[src/rtl/mp_mon_pkg.sv]
// Shared types and defaults for the multi-core run monitor.
// Used by mp_run_monitor, its interface, mp_top and the bench.
package mp_mon_pkg;

    typedef enum logic [1:0] {
        MON_IDLE,
        MON_RUN,
        MON_DONE,
        MON_TIMEOUT
    } mon_state_e;

    localparam int MP_N_CORES     = 3;
    localparam int MP_TIMEOUT_DEF = 400;

endpackage

[src/rtl/mp_run_monitor_if.sv]
// Control/status bundle between the run monitor and its driver.
// master drives start, core levels and the stamp index; slave is the monitor.
interface mp_run_monitor_if
    import mp_mon_pkg::*;
#(
    parameter int N_CORES = MP_N_CORES,
    parameter int CNT_W   = 16
);
    localparam int IDX_W = (N_CORES > 1) ? $clog2(N_CORES) : 1;

    logic               start;
    logic [N_CORES-1:0] core_done;
    logic [N_CORES-1:0] core_pass;
    logic [IDX_W-1:0]   rd_idx;

    logic               busy;
    logic               run_done;
    logic               run_pass;
    logic               run_timeout;
    logic [N_CORES-1:0] done_mask;
    logic [N_CORES-1:0] fail_mask;
    logic [CNT_W-1:0]   total_cycles;
    logic               proto_err;
    logic [CNT_W-1:0]   rd_tstamp;

    modport master (
        output start, core_done, core_pass, rd_idx,
        input  busy, run_done, run_pass, run_timeout,
        input  done_mask, fail_mask, total_cycles,
        input  proto_err, rd_tstamp
    );

    modport slave (
        input  start, core_done, core_pass, rd_idx,
        output busy, run_done, run_pass, run_timeout,
        output done_mask, fail_mask, total_cycles,
        output proto_err, rd_tstamp
    );

endinterface

[src/rtl/mp_mon_core_latch.sv]
// Per-core first-completion latch: done, pass verdict and finish stamp.
// Stamp storage exists only when MP_MON_TSTAMP_EN is defined.
module mp_mon_core_latch
`ifdef MP_MON_TSTAMP_EN
#(
    parameter int CNT_W = 16
)
`endif
(
    input  logic             clk,
    input  logic             rst,
    input  logic             clr,
    input  logic             en,
    input  logic             done,
    input  logic             pass,
`ifdef MP_MON_TSTAMP_EN
    input  logic [CNT_W-1:0] cnt_nx,
    output logic [CNT_W-1:0] stamp,
`endif
    output logic             latched,
    output logic             fail,
    output logic             perr
);

    logic take;

    assign take = en && done && !latched;
    // a latched core must hold done high for the rest of the run
    assign perr = en && latched && !done;

    always_ff @(posedge clk) begin
        if (rst || clr) begin
            latched <= 1'b0;
            fail    <= 1'b0;
`ifdef MP_MON_TSTAMP_EN
            stamp   <= '0;
`endif
        end else if (take) begin
            latched <= 1'b1;
            fail    <= !pass;
`ifdef MP_MON_TSTAMP_EN
            stamp   <= cnt_nx;
`endif
        end
    end

endmodule

[src/rtl/mp_run_monitor.sv]
// Run monitor: times a multi-core run and reduces done/pass levels to one verdict.
// Optional per-core finish timestamps under MP_MON_TSTAMP_EN.
module mp_run_monitor
    import mp_mon_pkg::*;
#(
    parameter int N_CORES        = MP_N_CORES,
    parameter int TIMEOUT_CYCLES = MP_TIMEOUT_DEF,
    parameter int CNT_W          = 16
)(
    input logic              clk,
    input logic              rst,
    mp_run_monitor_if.slave  bus
);

    if (((64'd1 << CNT_W) - 64'd1) < 64'(TIMEOUT_CYCLES)) begin : g_bad_cnt_w
        $error("CNT_W too narrow for TIMEOUT_CYCLES");
    end

    localparam logic [CNT_W-1:0] LIMIT = CNT_W'(TIMEOUT_CYCLES);

    mon_state_e         state;
    logic [CNT_W-1:0]   cnt;
    logic [CNT_W-1:0]   cnt_nx;
    logic [CNT_W-1:0]   total_cycles;
    logic               run_done;
    logic               run_pass;
    logic               run_timeout;
    logic               proto_err;
    logic [N_CORES-1:0] done_mask;
    logic [N_CORES-1:0] fail_mask;
    logic [N_CORES-1:0] new_fail;
    logic [N_CORES-1:0] perr_hit;
    logic               running;
    logic               clr;
    logic               complete;
    logic               at_limit;

    assign running  = (state == MON_RUN);
    assign clr      = bus.start && !running;
    assign cnt_nx   = cnt + CNT_W'(1);
    assign new_fail = bus.core_done & ~done_mask & ~bus.core_pass;
    assign complete = &(done_mask | bus.core_done);
    assign at_limit = (cnt_nx == LIMIT);

`ifdef MP_MON_TSTAMP_EN
    logic [CNT_W-1:0] stamp [N_CORES];
`endif

    for (genvar i = 0; i < N_CORES; i++) begin : g_core
`ifdef MP_MON_TSTAMP_EN
        mp_mon_core_latch #(.CNT_W(CNT_W)) u_latch (
`else
        mp_mon_core_latch u_latch (
`endif
            .clk     (clk),
            .rst     (rst),
            .clr     (clr),
            .en      (running),
            .done    (bus.core_done[i]),
            .pass    (bus.core_pass[i]),
`ifdef MP_MON_TSTAMP_EN
            .cnt_nx  (cnt_nx),
            .stamp   (stamp[i]),
`endif
            .latched (done_mask[i]),
            .fail    (fail_mask[i]),
            .perr    (perr_hit[i])
        );
    end

    always_ff @(posedge clk) begin
        if (rst) begin
            state        <= MON_IDLE;
            cnt          <= '0;
            total_cycles <= '0;
            run_done     <= 1'b0;
            run_pass     <= 1'b0;
            run_timeout  <= 1'b0;
            proto_err    <= 1'b0;
        end else begin
            unique case (state)
                MON_IDLE, MON_DONE, MON_TIMEOUT: begin
                    if (bus.start) begin
                        state        <= MON_RUN;
                        cnt          <= '0;
                        total_cycles <= '0;
                        run_done     <= 1'b0;
                        run_pass     <= 1'b0;
                        run_timeout  <= 1'b0;
                        proto_err    <= 1'b0;
                    end
                end
                MON_RUN: begin
                    cnt <= cnt_nx;
                    if (|perr_hit) proto_err <= 1'b1;
                    // completion beats the limit on a shared edge
                    if (complete) begin
                        state        <= MON_DONE;
                        total_cycles <= cnt_nx;
                        run_done     <= 1'b1;
                        run_pass     <= ~|(fail_mask | new_fail);
                    end else if (at_limit) begin
                        state        <= MON_TIMEOUT;
                        total_cycles <= LIMIT;
                        run_timeout  <= 1'b1;
                    end
                end
            endcase
        end
    end

    assign bus.busy         = running;
    assign bus.run_done     = run_done;
    assign bus.run_pass     = run_pass;
    assign bus.run_timeout  = run_timeout;
    assign bus.done_mask    = done_mask;
    assign bus.fail_mask    = fail_mask;
    assign bus.total_cycles = total_cycles;
    assign bus.proto_err    = proto_err;

`ifdef MP_MON_TSTAMP_EN
    always_comb begin
        bus.rd_tstamp = '0;
        if (int'(bus.rd_idx) < N_CORES) bus.rd_tstamp = stamp[bus.rd_idx];
    end
`else
    logic unused_rd_idx;
    assign unused_rd_idx = ^bus.rd_idx;
    assign bus.rd_tstamp = '0;
`endif

endmodule

[src/flat_wrapper.sv]
// flat-port wrapper written by rule: the top's interface ports become plain ports
module mp_run_monitor_flat import mp_mon_pkg::*;
#(
    parameter int N_CORES        = MP_N_CORES,
    parameter int TIMEOUT_CYCLES = MP_TIMEOUT_DEF,
    parameter int CNT_W          = 16
)
  (clk, rst, bus_start, bus_core_done, bus_core_pass, bus_rd_idx, bus_busy, bus_run_done, bus_run_pass, bus_run_timeout, bus_done_mask, bus_fail_mask, bus_total_cycles, bus_proto_err, bus_rd_tstamp);
  mp_run_monitor_if #(.N_CORES(N_CORES), .CNT_W(CNT_W)) bus_i ();
  input logic clk;
  input logic rst;
  input wire logic [$bits(bus_i.start)-1:0] bus_start;
  input wire logic [$bits(bus_i.core_done)-1:0] bus_core_done;
  input wire logic [$bits(bus_i.core_pass)-1:0] bus_core_pass;
  input wire logic [$bits(bus_i.rd_idx)-1:0] bus_rd_idx;
  output wire logic [$bits(bus_i.busy)-1:0] bus_busy;
  output wire logic [$bits(bus_i.run_done)-1:0] bus_run_done;
  output wire logic [$bits(bus_i.run_pass)-1:0] bus_run_pass;
  output wire logic [$bits(bus_i.run_timeout)-1:0] bus_run_timeout;
  output wire logic [$bits(bus_i.done_mask)-1:0] bus_done_mask;
  output wire logic [$bits(bus_i.fail_mask)-1:0] bus_fail_mask;
  output wire logic [$bits(bus_i.total_cycles)-1:0] bus_total_cycles;
  output wire logic [$bits(bus_i.proto_err)-1:0] bus_proto_err;
  output wire logic [$bits(bus_i.rd_tstamp)-1:0] bus_rd_tstamp;
  assign bus_i.start = bus_start;
  assign bus_i.core_done = bus_core_done;
  assign bus_i.core_pass = bus_core_pass;
  assign bus_i.rd_idx = bus_rd_idx;
  assign bus_busy = bus_i.busy;
  assign bus_run_done = bus_i.run_done;
  assign bus_run_pass = bus_i.run_pass;
  assign bus_run_timeout = bus_i.run_timeout;
  assign bus_done_mask = bus_i.done_mask;
  assign bus_fail_mask = bus_i.fail_mask;
  assign bus_total_cycles = bus_i.total_cycles;
  assign bus_proto_err = bus_i.proto_err;
  assign bus_rd_tstamp = bus_i.rd_tstamp;
  mp_run_monitor #(.N_CORES(N_CORES), .TIMEOUT_CYCLES(TIMEOUT_CYCLES), .CNT_W(CNT_W)) u_core (.clk(clk), .rst(rst), .bus(bus_i));
endmodule
[config.mk]
export PLATFORM = sky130hd
export DESIGN_NAME = mp_run_monitor_flat
export DESIGN_NICKNAME = d
export VERILOG_FILES = /design/src/rtl/mp_mon_pkg.sv /design/src/rtl/mp_run_monitor_if.sv /design/src/rtl/mp_mon_core_latch.sv /design/src/rtl/mp_run_monitor.sv /design/src/flat_wrapper.sv
export SDC_FILE = /design/constraint.sdc
export NUM_CORES = 1
export LEC_CHECK = 0
export ABC_AREA = 1
export BUFFER_PORTS_ARGS = -buffer_cell sky130_fd_sc_hd__buf_2
export CORE_MARGIN = 2
export CORE_UTILIZATION = 58
export CTS_CLUSTER_SIZE = 10
export DETAILED_ROUTE_END_ITERATION = 12
export PLACE_DENSITY = 0.92
export SYNTH_ARGS = -nofsm -noshare
export SYNTH_HDL_FRONTEND = slang
export SYNTH_SLANG_ARGS = --single-unit
[constraint.sdc]
create_clock -name clk -period 5.3 [get_ports clk]
set_input_delay 1.06 -clock clk [delete_from_list [all_inputs] [get_ports clk]]
set_output_delay 1.06 -clock clk [all_outputs]
set_load 0.02 [all_outputs]
==> metrics.txt, run 1 <==
status complete, no violations; Tcrit/Tclk final approximately 53%; CTS Hold Bufs 0; Fin Hold WS 0.473 ns; placer congestion estimate 0.875; clk root buf clkbuf_8; final setup fails 0; final WL 5260 um; FP Rows 23; Final Hold Viols 0; CTS Sinks 44; Setup Skew 0.0118 ns; post-route ant nets 0; total power 713 uW; reg-to-reg endpoint u_core.state[1]; placed instance area 0.00254 mm2; relative slew slack 36.9%; Final Max Slew Viols 0; Crit Path Category input pin to flop; crit-path max FO 17; Reg clk slew, reported paths 0.08 ns; leading cell type in the layout, fill and taps excluded nand2_1; area of the die 0.00478 mm2; WP data required 5.49 ns; initial drt markers 260; placed cells 422; final net count 392; element type at the critical path end flop; H-tree depth 2; port bufs 35; Setup Fix Bufs, Post-CTS 0; WHS Endpoint u_core.bus.total_cycles[4]; Final Core Density between 60% and 70%; R2R depth 9; total negative setup slack 0 ns; vias per inst 5.27; Residual DRC 0; #FFs+latches synth 44; DR pass1 iterations 4; Non-Filler Instances between 400 and 500; EDFF count, synth 0; most frequent cells in the layout nand2_1, dfxtp_1, inv_1; startpoint types input pin; Synth top area share 35.8%; Placeable Area 0.00403 mm2; filler cell count about 330; FFs w/ async S/R, synth 0%; VDD IR max 0.147 mV; PD cells 267 mW/mm2; min Tclk post-route 2.83 ns; design area 0.00267 mm2; number of buffers created by CTS 5; Mapped Cells roughly 350; Starting Density 61.1%; largest net degree at the start of global routing 34; worst slack, placed 2.19 ns; leading area contributor after synthesis dfxtp_1; Highest Clock Rate 354 MHz; first-pass GRT wire length 9030 um; die height around 69 um; Reg2Reg Launch Point u_core.state[0]; area grow syn2layout 8.65%; CTS tree yes; post-synthesis sequential area ratio 35.8%; hold wc startpoint u_core.bus.total_cycles[4]; initial antenna violation count 0; hpwl dp 3720 um; chip width between 60 and 70 um; Distinct cells, synth 29; clock tree buffer depth 2; Setup WS post-layout 2.47 ns; cts repair resizes 0; Synth Cell Area 0.00246 mm2; total number of vias about 2300; DR WL/cell 12.3 um; largest cells by area after synthesis dfxtp_1, nand2_1, buf_4; leakage dissipation between 1 and 1.5 nW; number of global-route vias before repair 2031; clk_lat worst skew 0.30 ns; io pins 54; Total GRT Usage 22.4%; syn avg cell area 6.95 um2; Synthesis Warnings 0; max_cap viols 0; antenna cell count 0; Worst Hold Class flop to flop; actual slew at the worst max-slew pin 0.944 ns; reg-to-reg slack, setup 2.70 ns; Congestion Overflow GR 0; hold depth 2; Synth Flop Type dfxtp_1; share of layout cells above drive strength 1 a little under a fifth; RSZ-0062 raised after global routing no; Critical Path AT roughly 3.0 ns
==> critical path, stage by stage <==
cell     delay (ns)
buf_2          0.11
nor2_2         0.55
inv_1          0.30
nand2_1        0.62
nand2_2        0.16
o21ai_1        0.16
inv_1          0.05
==> cell families (layout without fill, tap and decap cells) <==
| family | Yosys count | after routing | synth area share [%] |
|---|---|---|---|
| DFF | 44 | 44 | 35.8 |
| buffers and inverters | 72 | 82 | 14.8 |
| adders and majority gates | 2 | 2 | 1.02 |
| AOI/OAI and AO/OA | 52 | 52 | 13.6 |
| and+or+nand+nor | 183 | 183 | 34.6 |
| other | 1 | 16 | 0.152 |
==> sequential cells by signal (all words and copies together), names as in the netlist <==
name                           count
u_core.bus.total_cycles           16
u_core.cnt                        16
u_core.g_core.u_latch.fail         3
u_core.g_core.u_latch.latched      3
u_core.state                       2
u_core.bus.proto_err               1
u_core.bus.run_done                1
u_core.bus.run_pass                1
u_core.bus.run_timeout             1
==> final cells by class <==
type,instances,area [um2],share of cell area (%)
tap,50,62.6,2.34
timing repair buffer,36,183,6.84
clock inverter,2,60.1,2.25
sequential,44,881,33.0
multi-input combinational,253,1270,47.6
clock buffer,5,68.8,2.57
inverter,39,146,5.48
==> worst max path at each step <==
stage | from | end | slack (ns) | depth (start not counted)
detailed placement | bus_start | u_core.bus.total_cycles[7] | 2.19 | 7
CTS | bus_start | u_core.bus.total_cycles[7] | 2.48 | 7
global route | bus_start | u_core.state[1] | 2.32 | 7
global placement | bus_start | u_core.bus.total_cycles[7] | 2.21 | 7
finish | bus_start | u_core.state[1] | 2.47 | 7
floorplan | bus_core_done[1] | u_core.bus.total_cycles[10] | 3.06 | 8
==> synth_stat cells (all sizes together) (2+ instances only) <==
master and n:
nand4 7, nand3 34, o21bai 3, o211ai 4, buf 26, dfxtp 44, ha 2, nor3 5
o21a 4, inv 39, a211oi 2, clkbuf 7, nand2 98, nor2 37, o21ai 4, a21oi 34
==> metal layers <==
layer	share of wire (%)	track usage (%)	wire length, um
met2	47	36.4	2470
met5	0	0	0
met3	6.4	3.51	338
met1	46	30.8	2400
met4	0.97	6.54	51
==> power by group <==
group / switching [mW] / leakage (nW) / internal (mW)
registers: 0.00451 / 0.356 / 0.336
clock network: 0.112 / 0.0642 / 0.186
logic: 0.0572 / 0.678 / 0.0174
total: 0.174 / 1.10 / 0.539
No activity file was read; power rests on OpenSTA's default activity.
==> inputs of run 2 (changes only) <==
CORE_UTILIZATION = 54   (was 58)
PLACE_DENSITY = 0.87   (was 0.92)
clock period = 2.9 ns   (was 5.3 ns; I/O delays follow)
==> run 2 against run 1 <==
Compared with the run above: critical path depth increased by 6; combinational power increased by 86%; register-to-register slack got worse by 2.0 ns; largest power group unchanged.
==> metrics.txt, run 2 (synthesis results as in run 1) <==
status complete, no violations; H-tree depth 2; actual slew at the worst max-slew pin 0.725 ns; FP Rows 24; min Tclk post-route 2.24 ns; die height approximately 70 um; WHS Endpoint u_core.bus.total_cycles[7]; area grow syn2layout 8.80%; Final Max Slew Viols 0; most frequent cells in the layout nand2_1, dfxtp_1, inv_1; largest net degree at the start of global routing 23; element type at the critical path end flop; final net count 395; hold wc startpoint u_core.bus.total_cycles[7]; placed instance area 0.00257 mm2; Regs by FF count u_core.bus.total_cycles x16, u_core.cnt x16; PD cells 456 mW/mm2; multi-input logic area 0.00127 mm2; placer congestion estimate 0.864; Placeable Area 0.00438 mm2; port bufs 35; Highest Clock Rate approximately 450 MHz; number of global-route vias before repair 1965; total number of vias 2259; busiest grt layer met2; Congestion Overflow GR 0; Final Hold Viols 0; CTS Hold Bufs 0; area of the die 0.00511 mm2; WP data required 3.15 ns; Setup Skew 0.0118 ns; DR WL/cell 11.6 um; CTS Sinks 44; reg-to-reg endpoint u_core.state[1]; met2 usage 35.0%; R2R depth 13; share of layout cells above drive strength 1 about a fifth; chip width 71.5 um; met3 usage around 5.1%; leading cell type in the layout, fill and taps excluded nand2_1; antenna cell count 0; io pins 54; total negative setup slack 0 ns; startpoint types flop; vias per inst roughly 5.2; post-route ant nets 0; Setup Fix Bufs, Post-CTS 0; Residual DRC 0; reg-to-reg slack, setup about 0.66 ns; clk root buf clkbuf_8; Total GRT Usage 21.0%; final WL 5040 um; crit-path max FO 15; max_cap viols 0; hpwl dp 3830 um; Tcrit/Tclk final slightly below 80%; first-pass GRT wire length 8630 um; cts repair resizes 0; CTS tree yes; design area 0.00268 mm2; area occupied by registers 881 um2; number of buffers created by CTS 5; DR pass1 iterations 4; final setup fails 0; met1 GRT Util 27.2%; clock tree buffer depth 2; clk_lat worst skew 0.30 ns; Starting Density 56.1%; Critical Path AT between 2 and 2.5 ns; hold depth 2; relative slew slack between 50% and 60%; filler cell count 394; initial antenna violation count 0; Reg2Reg Launch Point u_core.cnt[1]; Worst Hold Class flop to flop; Reg clk slew, reported paths 0.08 ns; initial drt markers 170; RSZ-0062 raised after global routing no; VDD IR max 0.249 mV; leakage dissipation 1.10 nW; Crit Path Category flop to flop
## run 2: changes by cell type in the layout (fill, tap and decap cells not counted)
cell	previous run	this run
buf_4	1	4
bufinv_16	2	1
clkbuf_1	0	1
clkinv_2	0	1
## run 2: worst max-delay path: stages, from the launching register on
cell and delay, ns:
dfxtp_1 0.40, ha_1 0.28, inv_1 0.08, nor2_1 0.23, nand2_1 0.09, nand2_1 0.08, nand2_1 0.09, nor2_1 0.12
nand2_1 0.08, nor2_2 0.18, nand3_4 0.25, nand2_2 0.17, o21ai_1 0.08, inv_1 0.07
## run 2: cell type report
cell class	count	share of cell area, %
clock inverters	2	1.31
flip-flops and latches	44	32.9
inverters	39	5.47
well taps	52	2.43
multi-input cells	253	47.5
clock buffers	6	2.71
repair buffers	39	7.67
## run 2: per-stage QoR
step                      utilization [%]  setup slack [ns]  cells  hold slack (ns)  total power [mW]
after global routing                 61.0             0.386    435            0.481              1.26
after CTS                            61.0             0.642    435            0.468              1.22
final                                61.0             0.657    435            0.468              1.22
after detailed placement             58.6             0.541    427            0.450             0.775
after global placement               58.6             0.613    427            0.444             0.772
after floorplan                         -              1.04    369            0.429             0.759
## run 2: how the worst max path moves through the flow
| stage | cells after the start | to | start |
|---|---|---|---|
| final | 13 | u_core.state[1] | u_core.cnt[1] |
| after floorplan | 13 | u_core.bus.total_cycles[10] | u_core.cnt[0] |
| after global routing | 13 | u_core.state[1] | u_core.cnt[0] |
| after CTS | 13 | u_core.state[1] | u_core.cnt[0] |
| after global placement | 9 | u_core.state[1] | bus_core_done[1] |
| after detailed placement | 9 | u_core.state[1] | bus_core_done[1] |
## run 2: where the power goes
group / switching (mW) / total [mW] / internal [mW]
logic: 0.105 / 0.139 / 0.0345
registers: 0.00795 / 0.623 / 0.615
clock network: 0.202 / 0.457 / 0.256
total: 0.314 / 1.22 / 0.905
## run 2: layer usage
metal	share of wire [%]	vias to the layer above
met2	48	84
li1	-	1152
met5	0	-
met4	1.3	0
met3	6.3	8
met1	44	1015
